`src/rtl/cpu_pkg.sv`:
```
// cpu_pkg: shared encodings for the core's memory stage.
//   - stage command encodings (LW/ST/JMP/OTHER)
//   - access size encodings (SZ_B/SZ_H/SZ_W; 2'b11 is treated as word)
//   - lsu_state_t: load/store bus controller state enum
//   - is_mem_cmd(): true for load or store commands
package cpu_pkg;

  localparam logic [1:0] LW_CMD    = 2'b11;
  localparam logic [1:0] ST_CMD    = 2'b10;
  localparam logic [1:0] JMP_CMD   = 2'b01;
  localparam logic [1:0] OTHER_CMD = 2'b00;

  localparam logic [1:0] SZ_B = 2'b00;
  localparam logic [1:0] SZ_H = 2'b01;
  localparam logic [1:0] SZ_W = 2'b10;

  typedef enum logic [2:0] {
    IDLE  = 3'd0,
    REQ   = 3'd1,
    DONE  = 3'd2,
    DRAIN = 3'd3,
    ERR   = 3'd4
  } lsu_state_t;

  // Loads and stores are the only commands with bit 1 set.
  function automatic logic is_mem_cmd(input logic [1:0] cmd);
    return cmd[1];
  endfunction

endpackage

```
`src/rtl/lsu_align.sv`:
```
// lsu_align: combinational lane logic for the load/store unit.
// Request side (from the M-stage command):
//   req_off_i, req_size_i, req_wdata_i -> be_o, wdata_o, misalign_o
// Response side (from the latched access):
//   rsp_off_i, rsp_size_i, rsp_sign_i, rsp_rdata_i -> rdata_o
module lsu_align
  import cpu_pkg::*;
(
  input  logic [1:0]  req_off_i,
  input  logic [1:0]  req_size_i,
  input  logic [31:0] req_wdata_i,
  output logic [3:0]  be_o,
  output logic [31:0] wdata_o,
  output logic        misalign_o,
  input  logic [1:0]  rsp_off_i,
  input  logic [1:0]  rsp_size_i,
  input  logic        rsp_sign_i,
  input  logic [31:0] rsp_rdata_i,
  output logic [31:0] rdata_o
);

  logic [7:0]  byte_sel;
  logic [15:0] half_sel;

  // Byte enables, store-lane replication and alignment check.
  // Size 2'b11 falls into the word branch.
  always_comb begin
    be_o       = 4'b1111;
    wdata_o    = req_wdata_i;
    misalign_o = 1'b0;
    case (req_size_i)
      SZ_B: begin
        be_o    = 4'b0001 << req_off_i;
        wdata_o = {4{req_wdata_i[7:0]}};
      end
      SZ_H: begin
        be_o       = req_off_i[1] ? 4'b1100 : 4'b0011;
        wdata_o    = {2{req_wdata_i[15:0]}};
        misalign_o = req_off_i[0];
      end
      default: begin
        misalign_o = |req_off_i;
      end
    endcase
  end

  // Load extraction and sign/zero extension.
  always_comb begin
    case (rsp_off_i)
      2'd0:    byte_sel = rsp_rdata_i[7:0];
      2'd1:    byte_sel = rsp_rdata_i[15:8];
      2'd2:    byte_sel = rsp_rdata_i[23:16];
      default: byte_sel = rsp_rdata_i[31:24];
    endcase
    half_sel = rsp_off_i[1] ? rsp_rdata_i[31:16] : rsp_rdata_i[15:0];
    case (rsp_size_i)
      SZ_B:    rdata_o = {{24{rsp_sign_i & byte_sel[7]}}, byte_sel};
      SZ_H:    rdata_o = {{16{rsp_sign_i & half_sel[15]}}, half_sel};
      default: rdata_o = rsp_rdata_i;
    endcase
  end

endmodule

```
`config.mk`:
```
export PLATFORM = sky130hd
export DESIGN_NAME = lsu_align
export DESIGN_NICKNAME = d
export VERILOG_FILES = /design/src/rtl/cpu_pkg.sv /design/src/rtl/lsu_align.sv
export SDC_FILE = /design/constraint.sdc
export NUM_CORES = 1
export LEC_CHECK = 0
export ABC_CLOCK_PERIOD_IN_PS = 3600
export CORE_ASPECT_RATIO = 1.5
export CORE_UTILIZATION = 28
export DETAILED_ROUTE_END_ITERATION = 16
export GPL_TIMING_DRIVEN = 0
export PLACE_DENSITY = 0.86
export SETUP_SLACK_MARGIN = 0.3
export SYNTH_ARGS = -nofsm -noshare
export SYNTH_HDL_FRONTEND = slang
export SYNTH_SLANG_ARGS = --single-unit
```
`constraint.sdc`:
```
create_clock -name vclk -period 3.6
set_input_delay 1.08 -clock vclk [all_inputs]
set_output_delay 1.08 -clock vclk [all_outputs]
set_load 0.02 [all_outputs]
```
==> results of run 1 <==
## critical path, delay by kind of cell
kind	cells	cell delay, ns
buf+inv	4	0.51
compound gates	2	0.54
simple gates	2	0.22
## area by class of cell
type / instances / area (µm²) / share of cell area [%]
timing repair buffer: 163 / 1530 / 52.1
multi-input combinational: 140 / 1150 / 39.2
buffer: 22 / 184 / 6.26
tap: 45 / 56.3 / 1.91
inverter: 4 / 15.0 / 0.511
## power by group
group	switching, mW	total [mW]	internal (mW)
logic	0.226	0.477	0.251
registers	0	0	0
clock network	0	0	0
## kinds of logic (layout without fill, tap and decap cells)
kind of cell	after synthesis	count (layout)	share of synthesized area (%)
mux	29	29	27.1
buf+inv	26	189	12.8
compound gates	52	52	37.6
simple gates	59	59	22.5
## worst max-delay path by stage
stage	start	to	slack (ns)
6_report	rsp_off_i[1]	rdata_o[22]	0.18
5_1_grt	rsp_off_i[1]	rdata_o[25]	0.15
4_1_cts	rsp_size_i[1]	rdata_o[22]	0.17
3_5_place_dp	rsp_off_i[1]	rdata_o[9]	-0.99
3_3_place_gp	rsp_off_i[1]	rdata_o[9]	-0.96
2_1_floorplan	rsp_size_i[1]	rdata_o[21]	0.34
## layout by cell type (no fill, tap or decap), types with 3 or more instances in the layout
cell type        instances
buf_6                   34
a22o_1                   4
mux2i_1                 11
a2bb2oi_2                3
nand2_1                 25
inv_1                    3
a21o_1                   7
dlymetal6s2s_1           4
o22a_1                   7
and2b_1                  4
clkdlybuf4s15_2          4
clkbuf_2                 6
dlygate4sd2_1           20
clkdlybuf4s50_1         57
a21oi_1                  3
nand2_2                 10
nand2_4                  6
a221o_1                  8
mux2_2                  16
buf_12                   3
nor2_1                   4
a21oi_2                  3
o21ai_0                  6
a2bb2oi_1                4
buf_4                   35
buf_2                   14
## metal layers
layer / track usage, % / vias to the layer above
met3: 8.71 / 6
met1: 28.5 / 928
met2: 56.1 / 107
met4: 1.28 / 0
li1: - / 932
met5: 0 / -
## per-stage QoR
step                      hold WS (ns)  util [%]  area (µm²)
after floorplan                   2.27         -        1160
after global placement            3.23      66.6        2640
final                             2.50      74.3        2940
after detailed placement          3.23      66.6        2640
after global routing              2.52      74.3        2940
after CTS                         2.50      73.5        2910
## what timing repair did
action / in CTS / in global routing
gates cloned: 2 / 0
resized for setup: 362 / 32
pin swaps: 8 / 7
endpoints found under the setup margin: 69 / 46
setup buffers: 18 / 1
==> reports/summary.txt, run 1 <==
Worst setup margin: 0.183 ns
Total of max-cap violations: 0
Hold Crit Endpoint: rdata_o[23]
Critical path fanouts, max: 5
Pre-Repair DR Iteration Count: 4
DR vias/cell: 5.28
Fin nets: 404
Synth Warn #: 0
Crit path time final: 3.42 ns
DR top layer: met4
Achievable clock frequency: 293 MHz
WP data required: 2.52 ns
ANT cells: 0
Final Max Slew Viols: 0
Wire per inst: 17.2 µm
Synth Cell Area: 1150 µm²
DR vias: 1973
Startpoint class of the critical path: primary input
Most frequent cell after synthesis: nand2_1
Global-route wire length before repair: 9.29 mm
Post-synth top cells: 41 x nand2_1, 18 x mux2_2, 11 x mux2i_1
Status: complete, no violations
DR WL met3: 641 µm
Largest net degree at the start of global routing: 11
Critical-path top delay cell: a32oi_4
Worst Tran Pin Value: 0.455 ns
Vias in the first global route: 2045
Max-Slew Margin vs Limit: 69.7%
Final period utilization: 94.9%
Total GRT Usage: 28.4%
Leakage: 1.47 nW
Seq cells: 0
Total power: 0.477 mW
Die Area: 4380 µm²
PortBufs: 142
Kind of critical path: primary input to output port
DP Cell Count: 353
Drt drc: 0
M1 WL: 2.32 mm
GRT Residual Overflow: 0
Arrival time at the worst endpoint: 2.34 ns
Unrepaired setup endpoints after global routing: yes
Placement Setup Slack: -0.988 ns
GP Congestion: 0.781
Synth Instances: 166
Sequential fraction of the synthesis area: 0%
Final setup violating endpoints: 0
Fin. Hold Viols: 0
Final std cells w/o fill: 374
Core footprint: 3960 µm²
Post-synth cell types: 26
Worst Hold Class: primary input to output port
Detail Placement HPWL: 4.60 mm
VDD IR max: 0.118 mV
Yosys top cell by area: mux2_2
Post-Route Setup TNS: 0 ns
Hold Startpoint: rsp_rdata_i[23]
Register cell area after layout: 0 µm²
Hold path cells: 4
Synth top area share: 17.6%
Cell Rows: 28
Post-Syn Nets: 239
# IOs: 142
Synth area leaders: mux2_2 18%, nand2_1 13%, mux2i_1 9.6%, a221o_1 6.9%, buf_4 6.5%
Post-route ant nets: 0
Area Growth Syn to Fin: 155%
Share of cells above drive strength 1: 45.6%
Starting DRT DRC Count: 34
Critical path cell sequence: buf_12, and2b_1, buf_6, a32oi_4, o32a_4, buf_6, nand2_2, buf_6
Pwr dens: 162 nW/µm²
Effective utilization at floorplan: 29.1%
Hold_buf cts: 0
Initial antenna violation count: 0
Max incr delay on CP: 0.29 ns
Detailed Route WL: 6.43 mm
Critical path endpoint category: output port
Clk_buf instances: 0
Crit-path most repeated cell: buf_6
Die Span Y: 80.6 µm
Die Wd: 54.4 µm
Syn_area_per_cell: 6.94 µm²
# fillers: 287
Met2 WL post-DR: 3.43 mm
Power figures use the tool's default switching activity.
==> inputs of run 2 (changes only) <==
--- a/config.mk
+++ b/config.mk
@@ -7,6 +7,7 @@
 export LEC_CHECK = 0
 export ABC_CLOCK_PERIOD_IN_PS = 3600
 export CORE_ASPECT_RATIO = 1.5
+export CORE_MARGIN = 4
 export CORE_UTILIZATION = 28
 export DETAILED_ROUTE_END_ITERATION = 16
 export GPL_TIMING_DRIVEN = 0
==> run 2 against run 1 <==
Largest cell class unchanged. Non-clock buffer count down 4. Cell count decreased by 1.1%. Hold slack worse by 0.0016 ns. Setup slack improved by 0.0084 ns. Clock-buffer cell count unchanged. Die area is 19% higher. Total power shrank 0.36%. Sequential share of layout area unchanged. Utilization decreased by 0.41 points. Combinational power hardly changed. Critical endpoint is now rdata_o[27]. Routed wire length increased by 4.6%.
==> reports/summary.txt, run 2 (synthesis gave the netlist of run 1 again) <==
PortBufs: 142 (unchanged)
Largest net degree at the start of global routing: 11 (unchanged)
Die Span Y: 86.6 µm (+7.4%)
Most common cell after layout, fill and taps aside: clkdlybuf4s50_1
Critical path endpoint category: output port
Core Util, Final: 73.9% (-0.41 points)
DR vias: 1934 (-2.0%)
Detail Placement HPWL: 5.15 mm (+12%)
Vias in the first global route: 2125 (+3.9%)
Clock power share: 0% (unchanged)
Crit-path most repeated cell: buf_6
CP bufs+invs: 4 (unchanged)
Final std cells w/o fill: 370 (-1.1%)
Status: complete, no violations
Seq cells: 0 (unchanged)
Die Area: 5230 µm² (+19%)
ANT cells: 0 (unchanged)
Comb pwr share: 100.0% (about the same)
Detailed Route WL: 6.72 mm (+4.6%)
WP data required: 2.52 ns (about the same)
Final period utilization: 94.7% (-0.23 points)
Total of max-cap violations: 0 (unchanged)
Total power: 0.475 mW (-0.36%)
DR vias/cell: 5.23 (-0.92%)
Critical path cell sequence: buf_12, and2b_1, buf_6, a32oi_4, o32a_4, buf_6, nand2_2, buf_6
Post-route ant nets: 0 (unchanged)
Internal power: 0.249 mW (-0.81%)
Switching Power: 0.226 mW (+0.14%)
Hold_buf cts: 0 (unchanged)
Startpoint class of the critical path: primary input
# fillers: 316 (+10%)
Sequential share of power: 0% (unchanged)
Sw Share: 47.6% (+0.24 points)
Arrival time at the worst endpoint: 2.33 ns (about the same)
Starting DRT DRC Count: 39 (+15%)
Delay-heaviest family, CP: compound AO/OA/AOI/OAI gates
Area Growth Syn to Fin: 154%
Crit path time final: 3.41 ns (-0.00842 ns)
GRT Residual Overflow: 0 (unchanged)
Pre-Repair DR Iteration Count: 4 (unchanged)
Achievable clock frequency: 293 MHz (+0.25%)
VDD IR max: 0.113 mV (-4.2%)
# IOs: 142 (unchanged)
Total GRT Usage: 24.5% (-3.9 points)
Clk_buf instances: 0 (unchanged)
Max-Slew Margin vs Limit: 70.0% (+0.33 points)
Leakage: 1.46 nW (-0.37%)
Pwr dens: 163 nW/µm² (+0.20%)
Register cell area after layout: 0 µm² (unchanged)
Initial antenna violation count: 0 (unchanged)
Unrepaired setup endpoints after global routing: yes
DP Cell Count: 353 (unchanged)
Max incr delay on CP: 0.29 ns (about the same)
Final setup violating endpoints: 0 (unchanged)
Core footprint: 3960 µm² (unchanged)
Drt drc: 0 (unchanged)
Wire per inst: 18.2 µm (+5.7%)
GP Congestion: 0.814 (+4.2%)
Cell Rows: 28 (unchanged)
Critical path fanouts, max: 5 (unchanged)
Fin nets: 400 (-0.99%)
Worst Tran Pin Value: 0.450 ns (-0.00501 ns)
Global-route wire length before repair: 9.90 mm (+6.6%)
Most frequent cells in the layout: 56 x clkdlybuf4s50_1, 39 x buf_6, 26 x nand2_1, 26 x buf_4, 20 x dlygate4sd2_1
Effective utilization at floorplan: 29.1% (unchanged)
Critical-path top delay cell: a32oi_4
Worst Hold Class: primary input to output port
Die Wd: 60.4 µm (+11%)
Kind of critical path: primary input to output port
Fin. Hold Viols: 0 (unchanged)
Share of cells above drive strength 1: 46.8% (+1.2 points)
Final Max Slew Viols: 0 (unchanged)
## run 2: per-layer routing
layer	GRT usage, %	up-vias	part of all wire [%]
met4	4.44	0	2.2
li1	-	925	-
met1	22.0	886	31
met2	49.2	111	54
met5	0	-	0
met3	9.54	12	12
## run 2: what timing repair did
action / in CTS / in global routing
setup buffers: 13 / 2
gates resized for setup: 361 / 45
pin swaps: 8 / 7
gates cloned: 2 / 0
endpoints found under the setup margin: 69 / 45
## run 2: final timing paths
check	start	endpoint	slack, ns	cells past startpoint
hold / removal	rsp_rdata_i[23]	rdata_o[23]	2.50	4
setup / recovery	rsp_off_i[1]	rdata_o[27]	0.19	8
## run 2: final cells by class
type	count	area [µm²]	area share [%]
timing repair buffer	159	1490	50.9
multi-input combinational	140	1170	40.2
buffer	22	189	6.46
inverter	4	15.0	0.513
tap	45	56.3	1.93
## run 2: tightest hold or removal path, stage by stage
cell and delay (ns):
buf_2 0.10, nand2_1 0.06, nand2_2 0.07, buf_6 0.11
## run 2: power groups by stage
stage	Clock [mW]	Combinational [mW]	Sequential (mW)
finish	0	0.475	0
global route	0	0.502	0
CTS	0	0.457	0
detailed placement	0	0.444	0
global placement	0	0.441	0
floorplan	0	0.205	0
## run 2: metrics by stage
step                hold WS, ns  worst slack [ns]  TNS, ns  area, µm²
floorplan                  2.27             0.336        0       1160
global placement           3.23             -1.00   -43.40       2640
detailed placement         3.23            -0.989   -43.92       2640
CTS                        2.49             0.158        0       2810
global route               2.52             0.132        0       2920
finish                     2.50             0.192        0       2920
==> inputs of run 3 (changes only) <==
--- a/config.mk
+++ b/config.mk
@@ -5,7 +5,7 @@
 export SDC_FILE = /design/constraint.sdc
 export NUM_CORES = 1
 export LEC_CHECK = 0
-export ABC_CLOCK_PERIOD_IN_PS = 3600
+export ABC_CLOCK_PERIOD_IN_PS = 3200
 export CORE_ASPECT_RATIO = 1.5
 export CORE_MARGIN = 4
 export CORE_UTILIZATION = 28
==> constraint.sdc (replaced) <==
create_clock -name vclk -period 3.2
set_input_delay 0.96 -clock vclk [all_inputs]
set_output_delay 0.96 -clock vclk [all_outputs]
set_load 0.02 [all_outputs]
==> run 3 against run 2 <==
The flow now finishes with violations (setup timing). Setup slack got worse by 0.27 ns. Non-clock buffer count rose by 15. Cell count rose by 4.1%. Sequential share of layout area did not move. Final area rose by 9.8%. Combinational power rose by 23%. Routed wire length rose by 11%. Critical path type unchanged.
==> reports/summary.txt, run 3 (synthesis gave the netlist of run 1 again) <==
Status: finished with violations
Violated checks: setup timing
Met3 GRT Util: 12.1% (+2.5 points)
Leakage: 1.65 nW (+13%)
Arrival time at the worst endpoint: 2.32 ns (about the same)
Worst setup margin: -0.0756 ns (-0.267 ns)
Clock power share: 0% (unchanged)
ANT cells: 0 (unchanged)
Pre-Repair DR Iteration Count: 4 (unchanged)
Seq cells: 0 (unchanged)
Max-Slew Margin vs Limit: 69.1% (-0.91 points)
Detail Placement HPWL: 5.28 mm (+2.5%)
Internal power: 0.313 mW (+26%)
Core Util, Final: 81.1% (+7.2 points)
Design area: 3210 µm² (+9.8%)
Core footprint: 3960 µm² (unchanged)
Min Hold Slack: 2.29 ns (-0.204 ns)
WP data required: 2.24 ns (-0.28 ns)
Critical path fanouts, max: 5 (unchanged)
Final period utilization: 102%
Hold_buf cts: 0 (unchanged)
Area Growth Syn to Fin: 179%
Die Span Y: 86.6 µm (unchanged)
DP Cell Count: 353 (unchanged)
Final Max Slew Viols: 0 (unchanged)
Initial antenna violation count: 0 (unchanged)
Most frequent cells in the layout: 50 x buf_6, 47 x clkdlybuf4s50_1, 34 x buf_4
Total placed instance area: 2750 µm² (+4.5%)
Busiest metal layer after global routing: met2
Final std cells w/o fill: 385 (+4.1%)
Cell Rows: 28 (unchanged)
Startpoint class of the critical path: primary input
Switching Power: 0.274 mW (+21%)
Kind of critical path: primary input to output port
Comb pwr share: 100.0% (about the same)
Drt drc: 0 (unchanged)
Wire per inst: 19.4 µm (+7.0%)
GP Congestion: 0.808 (-0.66%)
Die Area: 5230 µm² (unchanged)
Most common cell after layout, fill and taps aside: buf_6
PortBufs: 142 (unchanged)
Detailed Route WL: 7.48 mm (+11%)
Register cell area after layout: 0 µm² (unchanged)
Worst Tran Pin Value: 0.463 ns (+0.0136 ns)
Total GRT Usage: 24.3% (-0.18 points)
Total of max-cap violations: 0 (unchanged)
# IOs: 142 (unchanged)
DR vias/cell: 5.36 (+2.5%)
Fin nets: 415 (+3.8%)
Sw Share: 46.6% (-0.98 points)
Fin. Hold Viols: 0 (unchanged)
Achievable clock frequency: 305 MHz
DR vias: 2063 (+6.7%)
Worst Hold Class: primary input to output port
Vias in the first global route: 2158 (+1.6%)
Routing usage on met2: 49.2% (unchanged)
Clk_buf instances: 0 (unchanged)
Sequential share of power: 0% (unchanged)
Unrepaired setup endpoints after global routing: yes
Global-route wire length before repair: 9.92 mm (+0.14%)
VDD IR max: 0.156 mV (+38%)
Critical path endpoint category: output port
Largest net degree at the start of global routing: 11 (unchanged)
Share of cells above drive strength 1: 55.3% (+8.5 points)
Post-route ant nets: 0 (unchanged)
Pwr dens: 183 nW/µm² (+12%)
Die Wd: 60.4 µm (unchanged)
Grt met1 use: 20.6% (-1.4 points)
Starting DRT DRC Count: 65 (+67%)
Effective utilization at floorplan: 29.1% (unchanged)
Final setup violating endpoints: 21 (+21)
GRT Residual Overflow: 0 (unchanged)
Crit path time final: 3.28 ns
==> run 3: what timing repair did <==
action | CTS | global route
setup buffers | 20 | 10
resized for setup | 391 | 90
pin swaps | 6 | 11
gates cloned | 2 | 0
setup endpoints to repair | 69 | 49
==> run 3: stage by stage <==
stage | TNS, ns | total power, mW | setup slack, ns
6_report | -1.18 | 0.586 | -0.0756
5_1_grt | -2.06 | 0.616 | -0.122
4_1_cts | -0.990 | 0.530 | -0.116
3_5_place_dp | -53.56 | 0.518 | -1.12
3_3_place_gp | -54.24 | 0.514 | -1.14
2_1_floorplan | 0 | 0.250 | 0.237
==> run 3: power groups by stage <==
stage	clock network, mW	registers, mW	logic (mW)
2_1_floorplan	0	0	0.250
6_report	0	0	0.586
5_1_grt	0	0	0.616
3_3_place_gp	0	0	0.514
3_5_place_dp	0	0	0.518
4_1_cts	0	0	0.530
==> run 3: critical path, cell delays in order <==
cell and delay, ns:
buf_6 0.09, and2b_1 0.19, buf_6 0.10, a32oi_4 0.13
o32a_4 0.38, buf_12 0.15, buf_12 0.14, nand2_4 0.06
buf_6 0.11
==> run 3: path summary, 6_finish.rpt <==
kind / start / endpoint / depth (start not counted)
hold / removal: rsp_rdata_i[23] / rdata_o[23] / 4
setup / recovery: rsp_size_i[1] / rdata_o[31] / 9
==> run 3: area by class of cell <==
type	instances	area (µm²)
plain buffers	22	208
multi-input cells	140	1250
fillers	243	748
well taps	45	56.3
inverters	4	15.0
repair buffers	174	1680
==> run 3: metal layers <==
layer,part of all wire (%),up-vias
met2,55,127
met3,13,14
li1,-,950
met5,0,-
met4,1.8,0
met1,30,972
